--- src/rtl/mem_port_arbiter.sv ---
// rtl/mem_port_arbiter.sv - shares one memory port between icache and dcache line transactions
// Fixed priority on ties, with a bounded streak so the losing side is eventually forced through.
module mem_port_arbiter #(
   parameter int ADDR_W     = 16,
   parameter int LINE_W     = 256,
   parameter bit D_PRIORITY = 1'b1,
   parameter int MAX_CONSEC = 4
) (
   input  logic              clk,
   input  logic              reset,
   input  logic              i_read,
   input  logic [ADDR_W-1:0] i_addr,
   output logic [LINE_W-1:0] i_rdata,
   output logic              i_resp,
   input  logic              d_read,
   input  logic              d_write,
   input  logic [ADDR_W-1:0] d_addr,
   input  logic [LINE_W-1:0] d_wdata,
   output logic [LINE_W-1:0] d_rdata,
   output logic              d_resp,
   output logic              mem_read,
   output logic              mem_write,
   output logic [ADDR_W-1:0] mem_addr,
   output logic [LINE_W-1:0] mem_wdata,
   input  logic [LINE_W-1:0] mem_rdata,
   input  logic              mem_resp
);

   typedef enum logic [1:0] {IDLE, SERVE_I, SERVE_D, RELEASE} state_e;

   localparam logic [3:0] MAX_C    = 4'(MAX_CONSEC);
   localparam state_e     PRIO_ST  = D_PRIORITY ? SERVE_D : SERVE_I;
   localparam state_e     OTHER_ST = D_PRIORITY ? SERVE_I : SERVE_D;

   state_e     state_q, state_d;
   logic [3:0] consec_q, consec_d;
   logic       i_req, d_req;

   assign i_req   = i_read;
   assign d_req   = d_read | d_write;
   assign i_rdata = mem_rdata;
   assign d_rdata = mem_rdata;

   // Strobes and responses follow the live request and mem_resp so a withdrawal drops them at once.
   always_comb begin
      state_d   = state_q;
      consec_d  = consec_q;
      mem_read  = 1'b0;
      mem_write = 1'b0;
      mem_addr  = '0;
      mem_wdata = '0;
      i_resp    = 1'b0;
      d_resp    = 1'b0;
      case (state_q)
         IDLE: begin
            if (i_req && d_req) begin
               if (consec_q < MAX_C) begin
                  state_d  = PRIO_ST;
                  consec_d = consec_q + 4'd1;
               end else begin
                  state_d  = OTHER_ST;
                  consec_d = '0;
               end
            end else if (i_req) begin
               state_d  = SERVE_I;
               consec_d = '0;
            end else if (d_req) begin
               state_d  = SERVE_D;
               consec_d = '0;
            end
         end
         SERVE_I: begin
            mem_read = i_read;
            mem_addr = i_addr;
            if (mem_resp) begin
               i_resp  = 1'b1;
               state_d = RELEASE;
            end else if (!i_req) begin
               state_d = IDLE;
            end
         end
         SERVE_D: begin
            mem_addr  = d_addr;
            mem_wdata = d_wdata;
            mem_write = d_write;
            mem_read  = d_read & ~d_write;
            if (mem_resp) begin
               d_resp  = 1'b1;
               state_d = RELEASE;
            end else if (!d_req) begin
               state_d = IDLE;
            end
         end
         RELEASE: begin
            if (!mem_resp) state_d = IDLE;
         end
         default: state_d = IDLE;
      endcase
   end

   always_ff @(posedge clk or posedge reset) begin
      if (reset) begin
         state_q  <= IDLE;
         consec_q <= '0;
      end else begin
         state_q  <= state_d;
         consec_q <= consec_d;
      end
   end

endmodule

--- config.mk ---
export PLATFORM = sky130hd
export DESIGN_NAME = mem_port_arbiter
export DESIGN_NICKNAME = d
export VERILOG_FILES = /design/src/rtl/mem_port_arbiter.sv
export SDC_FILE = /design/constraint.sdc
export NUM_CORES = 1
export LEC_CHECK = 0
export ABC_AREA = 1
export CORE_AREA = 3 3 525 527
export CTS_CLUSTER_DIAMETER = 40
export DETAILED_ROUTE_END_ITERATION = 8
export DIE_AREA = 0 0 528 530
export GPL_TIMING_DRIVEN = 0
export HOLD_SLACK_MARGIN = 0.03
export PLACE_DENSITY_LB_ADDON = 0.2
export SYNTH_ARGS = -nofsm -noshare
export SYNTH_HDL_FRONTEND = slang
export SYNTH_SLANG_ARGS = --single-unit
--- constraint.sdc ---
create_clock -name clk -period 1.8 [get_ports clk]
set_clock_uncertainty 0.05 [all_clocks]
set_input_delay 0.36 -clock clk [delete_from_list [all_inputs] [get_ports clk]]
set_output_delay 0.36 -clock clk [all_outputs]
set_load 0.02 [all_outputs]
==> run summary <==
Post-synth EDFFs: 0
dpl hpwl: 148.6 mm
most frequent cells after synthesis: buf_4, nand2_1, inv_1
I/O pin total: 1338
sequential-to-total area share from yosys stat: 0.02193
TritonCTS clock tree: yes
via count of the first global-routing pass: 11830
ys flop type: dfrtp_1
flip-flop and latch count after synthesis: 6
largest net degree at the start of global routing: 11
peak supply drop: 0.0004980 V
first-pass GRT wire length: 179.5 mm
Fin. Hold Viols: 0
vias per inst: 1.932
met3 Use GR: 0.05412
yosys warns: 0
Setup crit start kind: flip-flop
Synth area leaders: buf_4, nand2_1, inv_1
average size of a mapped cell: 5.837 um2
Switch Pwr: 0.01437 W
Pwr Density: 1032 mW/mm2
Tot GR Track Use: 0.1054
Layout area overhead: 285.8%
met2 Use GR: 0.1856
GRT overflow: 0
critical setup path kind: flip-flop to primary output
HP Class: input pin to async pin
Tmin final: 2297 ps
DRT iter0 DRCs: 323
1st-pass router iterations: 4
Residual DRC: 0
Cell Area, Synth: 0.006847 mm2
layout cells sized above 1: 0.5720
# H-tree levels: 1
Initial Utilization: 0.02526
WL per Instance: 26.41 um
fmax: 0.4354 GHz
max-cap viol count: 0
count leader, synth: buf_4
Rows: 191
placed cell count: 5824
Fillers: 31580
Comb pwr share: 0.979
gp weighted congestion: 0.9311
failing checks: setup timing
die area: 0.2798 mm2
clk buf depth: 2
cell count after synthesis: 1173
Die X: 528 um
CTS clk-pin slew, worst paths: 30 ps
fin. max-slew vios: 0
final WL: 157.9 mm
R2R Setup Slk: -50 ps
routed vias: 11550
leak pwr: 11.91 nW
status: complete, but fails checks
area of the core: 0.2710 mm2
Async S/R FF share, synth: 1.000
area leader, netlist: buf_4
relative slew slack: 0.3993
worst skew pair latency: 230 ps
Switching Share: 0.5270
post-synth top area share: 0.5636
met1 usage: 0.1118
Reg2Reg Launch Point: state_q[1]
Antenna Violating Nets Remaining: 0
die height: 530 um
Netlist cell types: 22
Least-Margin Pin Slew: 898.2 ps
Reg power frac: 0.008
Worst R2R End: state_q[1]
clock share of power: 0.013
final net count: 2948
Final Non-Filler Cells: 5979
crit path DAT: 1890 ps
PnR worst setup slack: -496.8 ps
clock sink count: 6
Final Power: 0.02727 W
Req. time, crit path: 1390 ps
Worst Hold Margin: 340.6 ps
Root Buffer: clkbuf_16
initial antenna violation count: 72
number of port buffers: 1081
CP max FO: 5
Setup crit end kind: primary output
Final Cycle Share: 1.276
RSZ-0062 raised after global routing: true
Int Pwr: 0.01290 W
pre-CTS setup slack: -1987 ps
post-synthesis net count: 1729
final setup vio count: 283
TritonCTS buffer count: 3
most used routing layer: met2
Reg2Reg Depth: 11
## registers in the layout, summed over array words and instances, names as in the netlist
| register | count |
|---|---|
| consec_q | 4 |
| state_q | 2 |
## critical path, stage by stage (launching register included)
cell     delay [ps]
dfrtp_2         430
ha_4            190
buf_4           140
buf_12          140
buf_16          160
buf_12          120
buf_8           120
buf_4           130
nand2_1          50
inv_1            40
buf_6           120
## area by class of cell
class	count	area, um2	area share
diodes	19	47.55	0.001800
inverters	273	1180	0.04467
repair buffers	1221	13240	0.5011
well taps	3570	4467	0.1691
multi-input cells	348	2874	0.1088
flip-flops and latches	6	151.4	0.005731
plain buffers	539	4383	0.1659
clock buffers	3	75.07	0.002842
## how the worst max path moves through the flow
| stage | startpoint | end | slack [ps] | cells past startpoint |
|---|---|---|---|---|
| 6_report | state_q[1] | mem_wdata[177] | -500 | 10 |
| 5_1_grt | state_q[0] | mem_addr[2] | -540 | 8 |
| 4_1_cts | state_q[0] | mem_wdata[30] | -610 | 8 |
| 3_5_place_dp | state_q[1] | mem_read | -1990 | 6 |
| 3_3_place_gp | state_q[0] | mem_read | -1990 | 6 |
| 2_1_floorplan | state_q[0] | mem_addr[0] | -50 | 5 |
## power by group through the flow
stage,sequential [W],combinational (W),clock [W]
final,0.000216,0.0267,0.000357
after global routing,0.000217,0.0283,0.000379
after detailed placement,0.000210,0.0182,0
after global placement,0.000208,0.0184,0
after CTS,0.000207,0.0223,0.000360
after floorplan,0.000199,0.00728,0
## cell usage in the layout (no fill, tap or decap), types with 7 or more instances in the layout
cell and instances:
inv_4 38, buf_12 76, nand2_8 20, inv_2 128
clkbuf_16 14, clkdlybuf4s50_1 804, diode_2 19, a21oi_4 10
a21oi_2 7, nand2_2 90, buf_6 195, clkinv_4 9
buf_4 606, nand2_4 96, buf_16 12, buf_8 40
inv_1 95, nand2_1 103
## repair_timing
item                                    4_1_cts  5_1_grt
pin swaps                                    12       18
buffers inserted                             43       83
endpoints found under the setup margin      296      294
cloned                                       17        9
resized for setup                          1480     1148
hold buffers                                  0        0
## cells by family after synthesis
group | after synthesis | share of synthesized area
buffers and inverters | 819 | 0.7677
AND/OR/NAND/NOR | 319 | 0.1789
AO/OA/AOI/OAI | 22 | 0.01901
adder cells (fa/ha/maj) | 6 | 0.01096
flip-flops | 6 | 0.02193
multiplexers | 1 | 0.001462
## per-layer routing
layer  share of wire  wire, um
met1            0.36     56400
met2            0.48     76140
met3            0.13     20350
met4           0.031      4956
met5         0.00029        46
## through the flow
stage          instance area [um2]     util  setup TNS, ps
6_report                     26420  0.09747        -103350
5_1_grt                      26400  0.09741        -119690
4_1_cts                      23710  0.08750        -133140
3_5_place_dp                 22130  0.08167        -258440
3_3_place_gp                 22130  0.08167        -261640
2_1_floorplan                 6847        -         -343.8
Power figures use the tool's default switching activity.
